## config.mk

```make
export PLATFORM = sky130hd
export DESIGN_NAME = time_entry_reg
export DESIGN_NICKNAME = d
export VERILOG_FILES = /design/src/rtl/microondas_pkg.sv /design/src/rtl/key_sync_edge.sv /design/src/rtl/time_entry_reg.sv
export SDC_FILE = /design/constraint.sdc
export NUM_CORES = 1
export LEC_CHECK = 0
export CELL_PAD_IN_SITES_DETAIL_PLACEMENT = 0
export CELL_PAD_IN_SITES_GLOBAL_PLACEMENT = 1
export CORE_MARGIN = 5
export CORE_UTILIZATION = 43
export CTS_CLUSTER_SIZE = 10
export DETAILED_ROUTE_END_ITERATION = 10
export GPL_ROUTABILITY_DRIVEN = 0
export GPL_TIMING_DRIVEN = 0
export PLACE_DENSITY = 0.77
export SYNTH_ARGS = -nofsm -noshare
export SYNTH_HDL_FRONTEND = slang
export SYNTH_SLANG_ARGS = --single-unit
```

## constraint.sdc

```tcl
create_clock -name clk -period 6.6 [get_ports clk]
set_clock_uncertainty 0.2 [all_clocks]
set_input_delay 1.32 -clock clk [delete_from_list [all_inputs] [get_ports clk]]
set_output_delay 1.32 -clock clk [all_outputs]
set_load 0.005 [all_outputs]
```

## src/rtl/microondas_pkg.sv

```systemverilog
// Shared types and constants for the microwave keypad time-entry path.
package microondas_pkg;
  localparam int NUM_DIGITS = 4;
  localparam int SEC_MAX    = 59;
  localparam int TOTAL_W    = 13;

  typedef logic [3:0] bcd_t;

  typedef enum logic [1:0] {
    EMPTY,
    ENTRY,
    COMMIT,
    HOLD
  } entry_state_t;
endpackage

```

## src/rtl/key_sync_edge.sv

```systemverilog
// Two-flop synchronizer for the encoder strobe/digit plus falling-edge key pulse.
module key_sync_edge
  import microondas_pkg::bcd_t;
(
  input  logic       clk,
  input  logic       resetn,
  input  logic       loadn,
  input  logic [3:0] digit_in,
  output logic       key,
  output logic [3:0] key_digit
);
  logic ld_s1, ld_s2, ld_d;
  bcd_t dg_s1, dg_s2;

  // Strobe history resets high so leaving reset never looks like a press.
  always_ff @(posedge clk or negedge resetn) begin
    if (!resetn) begin
      ld_s1 <= 1'b1;
      ld_s2 <= 1'b1;
      ld_d  <= 1'b1;
      dg_s1 <= '0;
      dg_s2 <= '0;
    end else begin
      ld_s1 <= loadn;
      ld_s2 <= ld_s1;
      ld_d  <= ld_s2;
      dg_s1 <= digit_in;
      dg_s2 <= dg_s1;
    end
  end

  assign key       = ld_d & ~ld_s2;
  assign key_digit = dg_s2;
endmodule

```

## src/rtl/time_entry_reg.sv

```systemverilog
// Keypad MM:SS entry buffer with commit-to-timer handshake.
// Optional macro SEC_CLAMP_EN: clamp a seconds field above 59 to 59 at commit.
module time_entry_reg
  import microondas_pkg::bcd_t;
  import microondas_pkg::entry_state_t;
  import microondas_pkg::SEC_MAX;
  import microondas_pkg::EMPTY;
  import microondas_pkg::ENTRY;
  import microondas_pkg::COMMIT;
  import microondas_pkg::HOLD;
#(
  parameter int NUM_DIGITS = 4,
  parameter int TOTAL_W    = 13
) (
  input  logic               clk,
  input  logic               resetn,
  input  logic [3:0]         digit_in,
  input  logic               loadn,
  input  logic               clear,
  input  logic               start,
  input  logic               time_ready,
  output logic [3:0]         min_tens,
  output logic [3:0]         min_units,
  output logic [3:0]         sec_tens,
  output logic [3:0]         sec_units,
  output logic [2:0]         digit_cnt,
  output logic               full,
  output logic               time_valid,
  output logic [TOTAL_W-1:0] total_sec
);
  entry_state_t       state;
  logic               key;
  bcd_t               key_dig;
  logic               accept;
  logic [TOTAL_W-1:0] min_val, sec_raw, sec_use, total_nxt;

  key_sync_edge u_sync (
    .clk       (clk),
    .resetn    (resetn),
    .loadn     (loadn),
    .digit_in  (digit_in),
    .key       (key),
    .key_digit (key_dig)
  );

  assign full   = (digit_cnt == 3'(NUM_DIGITS));
  assign accept = key && (key_dig <= 4'd9) && !full;

  always_comb begin
    min_val = TOTAL_W'(min_tens) * TOTAL_W'(10) + TOTAL_W'(min_units);
    sec_raw = TOTAL_W'(sec_tens) * TOTAL_W'(10) + TOTAL_W'(sec_units);
    sec_use = sec_raw;
`ifdef SEC_CLAMP_EN
    if (sec_raw > TOTAL_W'(SEC_MAX)) sec_use = TOTAL_W'(SEC_MAX);
`endif
    total_nxt = min_val * TOTAL_W'(60) + sec_use;
  end

  always_ff @(posedge clk or negedge resetn) begin
    if (!resetn) begin
      state      <= EMPTY;
      min_tens   <= '0;
      min_units  <= '0;
      sec_tens   <= '0;
      sec_units  <= '0;
      digit_cnt  <= '0;
      time_valid <= 1'b0;
      total_sec  <= '0;
    end else if (clear) begin
      state      <= EMPTY;
      min_tens   <= '0;
      min_units  <= '0;
      sec_tens   <= '0;
      sec_units  <= '0;
      digit_cnt  <= '0;
      time_valid <= 1'b0;
    end else begin
      case (state)
        EMPTY, ENTRY: begin
          // start owns the cycle: a coincident key edge is dropped even in EMPTY
          if (start) begin
            if (state == ENTRY) state <= COMMIT;
          end else if (accept) begin
            min_tens  <= min_units;
            min_units <= sec_tens;
            sec_tens  <= sec_units;
            sec_units <= key_dig;
            digit_cnt <= digit_cnt + 3'd1;
            state     <= ENTRY;
          end
        end
        COMMIT: begin
          total_sec  <= total_nxt;
          time_valid <= 1'b1;
          state      <= HOLD;
`ifdef SEC_CLAMP_EN
          if (sec_raw > TOTAL_W'(SEC_MAX)) begin
            sec_tens  <= 4'd5;
            sec_units <= 4'd9;
          end
`endif
        end
        HOLD: begin
          if (time_valid && time_ready) begin
            time_valid <= 1'b0;
            min_tens   <= '0;
            min_units  <= '0;
            sec_tens   <= '0;
            sec_units  <= '0;
            digit_cnt  <= '0;
            state      <= EMPTY;
          end
        end
        default: state <= EMPTY;
      endcase
    end
  end
endmodule

```

==> summary.md, run 1 <==
| Metric | Value |
|---|---|
| Starting Density | 43.8% |
| # setup viols final | 0 |
| TritonCTS clock tree | done |
| Ys flop type | dfrtp_1 |
| Tmin final | 5320 ps |
| Sw Pwr | 0.247 mW |
| Setup bufs post-CTS | 0 |
| Top cell types by occurrence after synthesis | 49 x nand2_1, 43 x dfrtp_1, 40 x ha_1 |
| Largest net degree at the start of global routing | 37 |
| Initial antenna violation count | 0 |
| Hold path cells | 0 |
| Crit path DAT | 5300 ps |
| Core area | 7690 um^2 |
| Busiest grt layer | met2 |
| DRT Wirelength | 6580 um |
| First-pass GRT wire length | 11700 um |
| Xor and xnor area share after synthesis | 6.66% |
| Crit path max fanout | 5 |
| Post-synthesis net count | 418 |
| Status | finished clean |
| Synthesized instance count | 351 |
| # diodes | 0 |
| Gate power share | 33.7% |
| Clock slew at reported path FFs | 90 ps |
| Met3 usage | 2.26% |
| Crit start category | flop |
| Routed via count | 2544 |
| Top post-synthesis cells by area | dfrtp_1 32%, ha_1 15%, fa_1 10% |
| Clock Power Share | 22.6% |
| Beginning of the critical path | min_tens[2] |
| Site Rows | 32 |
| Post-CTS sizing | 0 |
| Met2 usage | 25.0% |
| Max-cap violations | 0 |
| P per Cell Area | 194 nW/um^2 |
| Fin. max-slew vios | 0 |
| Die height | 98.5 um |
| H-tree levels | 2 |
| Initial DRC count | 72 |
| Fmax | 0.188 GHz |
| Sw frac | 31.7% |
| Post-synth ARST share | 100% |
| Sequential fraction of the synthesis area | 34.3% |
| RSZ-0062 raised after global routing | false |
| Final core utilization | 52.4% |
| Synth Register Bits | 46 |
| R2R depth | 19 |
| Sum of negative setup slack | 0 ps |
| Final Hold Fails | 0 |
| DRT Pass-1 Iters | 4 |
| Area of the die | 9690 um^2 |
| Worst Setup EP | total_sec[12] |
| # IOs | 44 |
| Setup CP Type | reg2reg |
| Synth Area in Adders | 25.0% |
| Buffers on Ports | 43 |
| Yosys warning count | 0 |
| Flip-flop and latch area | 1150 um^2 |
| CTS buffer count | 5 |
| R2r setup slk | 1280 ps |
| Multi-input logic area | 2010 um^2 |
| Clock sinks | 46 |
| Grt total ovfl | 0 |
| # nets final | 469 |
| R2R Path End | total_sec[12] |
| Vias in the first global route | 2595 |
| Die W | 98.5 um |
| Final ANT Viol Nets | 0 |
| Synth cell types | 45 |
| Post-DP HPWL | 5290 um |
| Fraction of layout cells with a size suffix above 1 | 7.20% |
| Via density per instance | 5.04 |
| Syn_area_per_cell | 9.59 um^2 |
| Post-synthesis mux area share | 1.34% |
| Post-synthesis simple-gate area fraction | 12.8% |
| CTS max path bufs | 2 |
| Internal | 0.533 mW |
| Synth Area in Compound Gates | 14.1% |
| Top-count cell post-synth | nand2_1 |
| CTS root buffer | clkbuf_8 |
| Routed len/inst | 13.0 um |
| Worst r2r src | min_tens[2] |
| Remaining DRCs | 0 |
| Fin crit share | 80.6% |
| Leak Pwr | 1.88 nW |
| Sequential share of power | 43.7% |
| CTS Hold Buffers Added | 0 |
| Gr usage total | 14.3% |
| Max transition margin | 58.4% |
| Met1 GRT Util | 18.8% |
| Fill cells | 742 |
| Area leader, netlist | dfrtp_1 |
| Largest family of logic cells by synthesized area | adder cells |
| EDFF count, synth | 0 |
| Worst slew pin tran | 622 ps |
| Share of the synthesized area in the top cell type | 32.0% |
| Worst vdd ir | 0.165 mV |
| P&R area growth vs syn | 19.8% |
| Clock latency on the worst-skew pair | 290 ps |
| Critical path capture point type | flop |
| Min-delay worst type | reg2reg |
| Worst EP required | 6580 ps |
| Syn Std Cell Area | 3360 um^2 |
-- worst min path at each step --
| stage | from | end | slack [ps] |
|---|---|---|---|
| 2_1_floorplan | u_sync.dg_s1[0] | u_sync.key_digit[0] | 130 |
| 5_1_grt | u_sync.ld_s1 | u_sync.ld_s2 | 170 |
| 6_report | u_sync.dg_s1[2] | u_sync.key_digit[2] | 160 |
| 3_5_place_dp | u_sync.dg_s1[0] | u_sync.key_digit[0] | 140 |
| 4_1_cts | u_sync.dg_s1[0] | u_sync.key_digit[0] | 160 |
| 3_3_place_gp | u_sync.dg_s1[3] | u_sync.key_digit[3] | 130 |
-- routing by layer --
metal | wire length [um] | vias up | share of wire (%)
met1 | 3020 | 1223 | 46
met3 | 230 | 2 | 3.5
met2 | 3300 | 38 | 50
met4 | 35 | 0 | 0.53
met5 | 0 | - | 0
li1 | - | 1281 | -
-- power groups by stage --
stage / combinational, mW / sequential (mW) / clock [mW]
2_1_floorplan: 0.154 / 0.346 / 0
3_3_place_gp: 0.264 / 0.346 / 0
3_5_place_dp: 0.268 / 0.347 / 0
4_1_cts: 0.270 / 0.342 / 0.185
5_1_grt: 0.305 / 0.347 / 0.196
6_report: 0.263 / 0.341 / 0.176
-- critical path, stage by stage, from the launching register on --
cell and delay, ps:
dfrtp_1 450, ha_1 320, ha_1 310, a21oi_1 130
nand2_1 120, xor2_1 320, inv_1 150, fa_1 500
fa_1 540, inv_1 40, ha_1 340, xor2_1 180
ha_1 280, ha_1 340, o21ai_0 90, a21oi_1 200
o21ai_0 180, nor3_1 220, xor2_1 200, o21ai_1 80
-- layout by cell type, fill, tap and decap left out, drive strengths merged, types with 2 or more instances in the layout --
cell type	instances
nor4	2
xor2	9
clkbuf	8
nand2b	2
clkdlybuf4s50	42
o21bai	3
o21ai	37
a21oi	17
nor2b	8
nand3	8
o31ai	5
o211ai	2
dfrtp	43
nor2	11
buf	9
fa	17
a21o	4
nor3	6
nand2	49
mux2	4
ha	40
o21a	2
inv	40
dfstp	3
xnor2	14
-- final cells by class --
type | count | share of cell area [%]
plain buffers | 10 | 1.21
clock buffers | 5 | 1.71
clock inverters | 3 | 0.621
inverters | 39 | 3.63
multi-input cells | 256 | 50.0
flip-flops and latches | 46 | 28.6
well taps | 102 | 3.17
repair buffers | 44 | 11.0
-- metrics by stage --
| stage | hold WS (ps) | worst slack [ps] | cells | total power, mW | cell area (um^2) |
|---|---|---|---|---|---|
| after floorplan | 131 | 1730 | 351 | 0.500 | 3360 |
| after global placement | 132 | 1320 | 496 | 0.610 | 3920 |
| after detailed placement | 140 | 1270 | 497 | 0.615 | 3940 |
| after CTS | 164 | 1240 | 505 | 0.796 | 4030 |
| after global routing | 169 | 891 | 505 | 0.848 | 4030 |
| final | 159 | 1280 | 505 | 0.780 | 4030 |
-- state kept, by name, summed over array words and instances (netlist names) --
register / flops
digit_cnt: 3
min_tens: 4
min_units: 4
sec_tens: 4
sec_units: 4
state: 2
time_valid: 1
total_sec: 13
u_sync.dg_s1: 4
u_sync.key_digit: 4
u_sync.ld_d: 1
u_sync.ld_s1: 1
u_sync.ld_s2: 1
-- kinds of logic after synthesis --
group                    Yosys count
adder cells (fa/ha/maj)           57
AND/OR/NAND/NOR                   93
flip-flops                        46
XOR/XNOR                          24
AO/OA/AOI/OAI                     78
buffers and inverters             49
multiplexers                       4
Power figures use the tool's default switching activity.
==> run 2, diff against run 1 <==
--- a/config.mk
+++ b/config.mk
@@ -8,12 +8,12 @@
 export CELL_PAD_IN_SITES_DETAIL_PLACEMENT = 0
 export CELL_PAD_IN_SITES_GLOBAL_PLACEMENT = 1
 export CORE_MARGIN = 5
-export CORE_UTILIZATION = 43
+export CORE_UTILIZATION = 39
 export CTS_CLUSTER_SIZE = 10
 export DETAILED_ROUTE_END_ITERATION = 10
 export GPL_ROUTABILITY_DRIVEN = 0
 export GPL_TIMING_DRIVEN = 0
-export PLACE_DENSITY = 0.77
+export PLACE_DENSITY = 0.74
 export SYNTH_ARGS = -nofsm -noshare
 export SYNTH_HDL_FRONTEND = slang
 export SYNTH_SLANG_ARGS = --single-unit
==> constraint.sdc (replaced) <==
create_clock -name clk -period 4.75 [get_ports clk]
set_clock_uncertainty 0.2 [all_clocks]
set_input_delay 0.95 -clock clk [delete_from_list [all_inputs] [get_ports clk]]
set_output_delay 0.95 -clock clk [all_outputs]
set_load 0.005 [all_outputs]
==> summary.md, run 2 (same netlist as run 1, synthesis figures left out) <==
| Metric | Value |
|---|---|
| Clock latency on the worst-skew pair | 300 ps (about the same) |
| Crit start category | flop |
| Hold path cells | 0 (unchanged) |
| Crit path max fanout | 4 (-1) |
| Clock sinks | 46 (unchanged) |
| Busiest grt layer | met2 |
| Fraction of layout cells with a size suffix above 1 | 23.1% (+16 points) |
| Die W | 103 um (+4.5%) |
| Worst vdd ir | 0.244 mV (+48%) |
| # setup viols final | 0 (unchanged) |
| Vias in the first global route | 2640 (+1.7%) |
| Core area | 8300 um^2 (+8.0%) |
| CTS root buffer | clkbuf_8 |
| Grt total ovfl | 0 (unchanged) |
| Met1 GRT Util | 18.4% (-0.37 points) |
| Remaining DRCs | 0 (unchanged) |
| Leak Pwr | 2.00 nW (+6.4%) |
| Site Rows | 33 (+3.1%) |
| R2r setup slk | 10 ps (-1270 ps) |
| CTS Hold Buffers Added | 0 (unchanged) |
| Largest net degree at the start of global routing | 37 (unchanged) |
| Final ANT Viol Nets | 0 (unchanged) |
| Buffers on Ports | 43 (unchanged) |
| CTS buffer count | 5 (unchanged) |
| Routed len/inst | 13.4 um (+2.4%) |
| RSZ-0062 raised after global routing | true |
| CTS max path bufs | 2 (unchanged) |
| Multi-input logic area | 2310 um^2 (+15%) |
| Biggest register | total_sec |
| Fin. max-slew vios | 0 (unchanged) |
| Setup CP Type | reg2reg |
| # diodes | 0 (unchanged) |
| Status | finished clean |
| Hold wc startpoint | u_sync.dg_s1[1] |
| P&R area growth vs syn | 34.4% |
| Post-DP HPWL | 5330 um (+0.77%) |
| Crit path DAT | 4730 ps (-570 ps) |
| Via density per instance | 4.99 (-0.97%) |
| Worst EP required | 4740 ps (-1840 ps) |
| DRT Wirelength | 7120 um (+8.1%) |
| Final Hold Fails | 0 (unchanged) |
| Fin crit share | 99.7% (+19 points) |
| DRT Pass-1 Iters | 4 (unchanged) |
| Worst slew pin tran | 577 ps (-45.1 ps) |
| Initial DRC count | 71 (-1.4%) |
| Gr usage total | 14.2% (-0.10 points) |
| Fmax | 0.211 GHz (+12%) |
| TritonCTS clock tree | done |
| Critical path capture point type | flop |
| R2R Path End | total_sec[12] |
| Max reg flops | 13 (unchanged) |
| Flip-flop and latch area | 1160 um^2 (+0.32%) |
| Fill cells | 736 (-0.81%) |
| Tmin final | 4740 ps (-579 ps) |
| Max transition margin | 61.5% (+3.1 points) |
| Commonest cells after routing, fill and taps aside | 48 x nand2_1, 42 x clkdlybuf4s50_1, 40 x dfrtp_1 |
| # IOs | 44 (unchanged) |
| Power Total | 1.18 mW (+52%) |
| Max-cap violations | 0 (unchanged) |
| Routed via count | 2659 (+4.5%) |
| # nets final | 494 (+5.3%) |
| R2R depth | 16 (-3) |
| Met3 usage | 2.91% (+0.64 points) |
| Met2 usage | 24.0% (-0.99 points) |
| Commonest non-fill, non-tap cell in the layout | nand2_1 |
| Starting Density | 40.5% (-3.2 points) |
| Die height | 103 um (+4.5%) |
| H-tree levels | 2 (unchanged) |
| Worst r2r src | min_tens[0] |
| Area of the die | 10600 um^2 (+9.2%) |
| Initial antenna violation count | 0 (unchanged) |
| Placed cells | 500 (+0.60%) |
| Hold path endpoint | u_sync.key_digit[1] |
| Non-Filler Instances | 533 (+5.5%) |
| Clock slew at reported path FFs | 90 ps (about the same) |
| First-pass GRT wire length | 12100 um (+3.1%) |
| Min-delay worst type | reg2reg |
| P per Cell Area | 262 nW/um^2 (+35%) |
==> run 2: metal layers <==
metal | vias to the layer above | share of wire, %
li1 | 1332 | -
met1 | 1283 | 45
met2 | 36 | 49
met3 | 8 | 4.4
met4 | 0 | 1.3
met5 | - | 0
==> run 2: final cells by class <==
class | count | share of cell area (%)
buffer | 10 | 1.08
clock buffer | 5 | 1.52
clock inverter | 3 | 0.526
inverter | 39 | 3.24
multi-input combinational | 256 | 51.1
sequential | 46 | 25.6
tap | 105 | 2.90
timing repair buffer | 69 | 14.0
==> run 2: through the flow <==
stage | utilization [%] | setup WS (ps) | instance area [um^2] | hold slack (ps) | TNS, ps
finish | 54.5 | 12.0 | 4520 | 155 | 0
global route | 54.5 | -167 | 4520 | 164 | -337
CTS | 50.5 | -52.9 | 4190 | 158 | -52.9
detailed placement | 48.1 | -407 | 3990 | 135 | -897
global placement | 47.9 | -382 | 3980 | 133 | -750
floorplan | - | 38.5 | 3420 | 131 | 0
==> run 2: how the worst max path moves through the flow <==
| stage | startpoint | endpoint | slack (ps) | depth (start not counted) |
|---|---|---|---|---|
| 2_1_floorplan | min_tens[1] | total_sec[12] | 40 | 17 |
| 3_3_place_gp | min_tens[1] | total_sec[12] | -380 | 17 |
| 3_5_place_dp | min_tens[1] | total_sec[12] | -410 | 17 |
| 4_1_cts | min_tens[0] | total_sec[12] | -50 | 19 |
| 5_1_grt | min_tens[0] | total_sec[12] | -170 | 18 |
| 6_report | min_tens[0] | total_sec[12] | 10 | 16 |
==> run 2: critical path: stages, from the launching register on <==
cell	delay, ps
dfrtp_2	440
ha_4	150
inv_2	40
fa_2	620
fa_1	470
fa_1	550
fa_1	530
inv_1	60
ha_1	310
ha_4	280
o21a_1	150
o21ai_2	90
a21oi_2	170
o21ai_2	100
nor3_2	190
xor2_1	180
o21ai_1	90
==> run 2: where the power goes <==
| group | internal, mW | total [mW] | switching [mW] |
|---|---|---|---|
| clock network | 0.105 | 0.250 | 0.145 |
| logic | 0.253 | 0.459 | 0.207 |
| registers | 0.440 | 0.474 | 0.0332 |
| total | 0.799 | 1.18 | 0.385 |
==> run 2: what timing repair did <==
item	in CTS	in global routing
pin swaps	5	31
setup buffers	6	19
endpoints found under the setup margin	4	5
endpoints found under the hold margin	0	0
gates resized for setup	17	36
==> run 3, diff against run 2 <==
--- a/config.mk
+++ b/config.mk
@@ -14,6 +14,7 @@
 export GPL_ROUTABILITY_DRIVEN = 0
 export GPL_TIMING_DRIVEN = 0
 export PLACE_DENSITY = 0.74
+export SETUP_SLACK_MARGIN = 0.1
 export SYNTH_ARGS = -nofsm -noshare
 export SYNTH_HDL_FRONTEND = slang
 export SYNTH_SLANG_ARGS = --single-unit
==> constraint.sdc (replaced) <==
create_clock -name clk -period 4.75 [get_ports clk]
set_clock_uncertainty 0.2 [all_clocks]
set_input_delay 0.7125 -clock clk [delete_from_list [all_inputs] [get_ports clk]]
set_output_delay 0.7125 -clock clk [all_outputs]
set_load 0.005 [all_outputs]
==> summary.md, run 3 (same netlist as run 1, synthesis figures left out) <==
| Metric | Value |
|---|---|
| Status | finished clean |
| Clock Power Share | 21.6% (+0.4 points) |
| Fin. max-slew vios | 0 (unchanged) |
| Die W | 103 um (unchanged) |
| RSZ-0062 raised after global routing | true |
| Setup CP Type | reg2reg |
| Tmin final | 4600 ps (-134 ps) |
| Commonest non-fill, non-tap cell in the layout | nand2_1 |
| Core area | 8300 um^2 (unchanged) |
| R2r setup slk | 150 ps (+130 ps) |
| Placed cells | 500 (unchanged) |
| Post-DP HPWL | 5360 um (+0.55%) |
| Gr usage total | 14.5% (+0.38 points) |
| Met3 usage | 2.71% (-0.20 points) |
| Met1 GRT Util | 18.9% (+0.52 points) |
| P&R area growth vs syn | 36.7% |
| R2R Path End | total_sec[12] |
| Buffers on Ports | 43 (unchanged) |
| Starting Density | 40.5% (unchanged) |
| Die height | 103 um (unchanged) |
| Fraction of layout cells with a size suffix above 1 | 24.0% (+0.82 points) |
| Internal | 0.818 mW (+2.5%) |
| Worst slack, placed | -213 ps (+194 ps) |
| Grt total ovfl | 0 (unchanged) |
| Max reg flops | 13 (unchanged) |
| Final ANT Viol Nets | 0 (unchanged) |
| Routed via count | 2639 (-0.75%) |
| Routed len/inst | 13.2 um (-1.3%) |
| CTS max path bufs | 2 (unchanged) |
| P per Cell Area | 263 nW/um^2 (+0.61%) |
| Remaining DRCs | 0 (unchanged) |
| Largest net degree at the start of global routing | 36 (-2.7%) |
| Initial DRC count | 71 (unchanged) |
| Vias in the first global route | 2710 (+2.7%) |
| # diodes | 0 (unchanged) |
| CTS buffer count | 5 (unchanged) |
| Min-delay worst type | in2async |
| Area of the die | 10600 um^2 (unchanged) |
| Clock latency on the worst-skew pair | 310 ps (about the same) |
| Via density per instance | 4.93 (-1.1%) |
| Critical path cell sequence | ha_4 -> inv_2 -> fa_2 -> buf_6 -> fa_1 -> inv_1 -> fa_1 -> ha_4 -> inv_2 -> o21bai_1 -> xor2_1 -> ha_1 -> ha_4 -> o21ai_2 -> a21oi_2 -> o21ai_2 -> nor3_2 -> xor2_1 -> o21ai_1 |
| # IOs | 44 (unchanged) |
| Worst r2r src | min_tens[0] |
| Crit-path slowest cell | fa_1 |
| Max-cap violations | 0 (unchanged) |
| Sw Pwr | 0.392 mW (+1.9%) |
| Initial antenna violation count | 0 (unchanged) |
| # setup viols final | 0 (unchanged) |
| Site Rows | 33 (unchanged) |
| Non-Filler Instances | 535 (+0.38%) |
| Commonest cells after routing, fill and taps aside | 48 x nand2_1, 42 x clkdlybuf4s50_1, 40 x dfrtp_1 |
| First-pass GRT wire length | 12300 um (+1.7%) |
| CTS Hold Buffers Added | 0 (unchanged) |
| Max transition margin | 61.5% (about the same) |
| Power Total | 1.21 mW (+2.3%) |
| Crit path DAT | 4600 ps (-130 ps) |
| Gate power share | 39.3% (+0.5 points) |
| Worst setup margin | 146 ps (+134 ps) |
| Crit path max fanout | 4 (unchanged) |
| DRT Wirelength | 7060 um (-0.88%) |
| Busiest grt layer | met2 |
| Crit-path most repeated cell | ha_4 |
| Fill cells | 736 (unchanged) |
| Clock sinks | 46 (unchanged) |
| Fin crit share | 96.9% (-2.8 points) |
| Worst slew pin tran | 577 ps (+0.0333 ps) |
| H-tree levels | 2 (unchanged) |
| Worst EP required | 4750 ps (about the same) |
| Fmax | 0.217 GHz (+2.9%) |
| Sw frac | 32.4% (-0.11 points) |
| Multi-input logic area | 2350 um^2 (+1.8%) |
| Biggest register | total_sec |
| Sequential share of power | 39.1% (-0.9 points) |
| # nets final | 496 (+0.40%) |
| Worst vdd ir | 0.157 mV (-36%) |
| Critical path's top delay family | adder cells |
| Final Hold Fails | 0 (unchanged) |
| Clock slew at reported path FFs | 100 ps (about the same) |
| TritonCTS clock tree | done |
| CTS root buffer | clkbuf_8 |
| Critical path capture point type | flop |
| DRT Pass-1 Iters | 5 (+1) |
| Flip-flop and latch area | 1160 um^2 (unchanged) |
| R2R depth | 19 (+3) |
| Leak Pwr | 2.04 nW (+1.9%) |
| Buf/Inv on CP | 4 (+2) |
| Crit start category | flop |
| Met2 usage | 25.1% (+1.0 points) |
| CP max stage delay | 520 ps (-100 ps) |
[run 3: cell count changes in the layout (fill, tap and decap cells not counted), moves of 2 or more]
| cell | delta |
|---|---|
| buf_6 | +4 |
| ha_4 | +2 |
| buf_4 | -2 |
| xor2_2 | -2 |
| xnor2_1 | -2 |
| o21ai_1 | -2 |
| xnor2_2 | +3 |
[run 3: worst max-delay path by stage]
stage	depth (start not counted)	end	slack (ps)	start
2_1_floorplan	19	total_sec[12]	110	min_tens[2]
3_3_place_gp	19	total_sec[12]	-150	min_tens[2]
5_1_grt	19	total_sec[12]	-100	min_tens[0]
6_report	19	total_sec[12]	150	min_tens[0]
4_1_cts	17	total_sec[12]	30	min_tens[1]
3_5_place_dp	17	total_sec[12]	-210	min_tens[1]
[run 3: timing repair]
action | 4_1_cts | 5_1_grt
pin swaps | 19 | 35
endpoints found under the setup margin | 4 | 5
resized for setup | 17 | 36
cloned | 0 | 0
setup buffers | 19 | 9
[run 3: through the flow]
stage / util, % / setup TNS (ps) / hold slack (ps) / instance area (um^2)
4_1_cts: 52.4 / 0 / 84.8 / 4350
3_3_place_gp: 48.4 / -192 / 132 / 4020
5_1_grt: 55.4 / -174 / 96.9 / 4600
3_5_place_dp: 48.6 / -345 / 135 / 4030
6_report: 55.4 / 0 / 77.3 / 4600
2_1_floorplan: - / 0 / 131 / 3450
[run 3: metal layers]
metal | part of all wire, % | vias to the layer above
li1 | - | 1331
met1 | 46 | 1268
met2 | 51 | 30
met3 | 2.3 | 10
met4 | 1.1 | 0
met5 | 0 | -
[run 3: layout make-up]
| cell class | instances | area share (%) |
|---|---|---|
| Multi-Input combinational cell | 256 | 51.2 |
| Sequential cell | 46 | 25.2 |
| Timing Repair Buffer | 71 | 14.4 |
| Inverter | 39 | 3.18 |
| Tap cell | 105 | 2.86 |
| Clock buffer | 5 | 1.50 |
| Buffer | 10 | 1.06 |
| Clock inverter | 3 | 0.599 |
[run 3: worst reg2reg max path: stages, from the launching register on]
cell and delay [ps]:
dfrtp_2 460, ha_4 180, inv_2 40, fa_2 460, buf_6 140, fa_1 520, inv_1 50, fa_1 520
ha_4 290, inv_2 30, o21bai_1 140, xor2_1 170, ha_1 280, ha_4 290, o21ai_2 60, a21oi_2 150
o21ai_2 80, nor3_2 180, xor2_1 160, o21ai_1 80
[run 3: power by group through the flow]
stage	registers, mW	logic (mW)	clock network, mW
3_5_place_dp	0.483	0.384	0
2_1_floorplan	0.481	0.226	0
5_1_grt	0.482	0.536	0.289
4_1_cts	0.475	0.427	0.274
3_3_place_gp	0.481	0.378	0
6_report	0.474	0.475	0.261
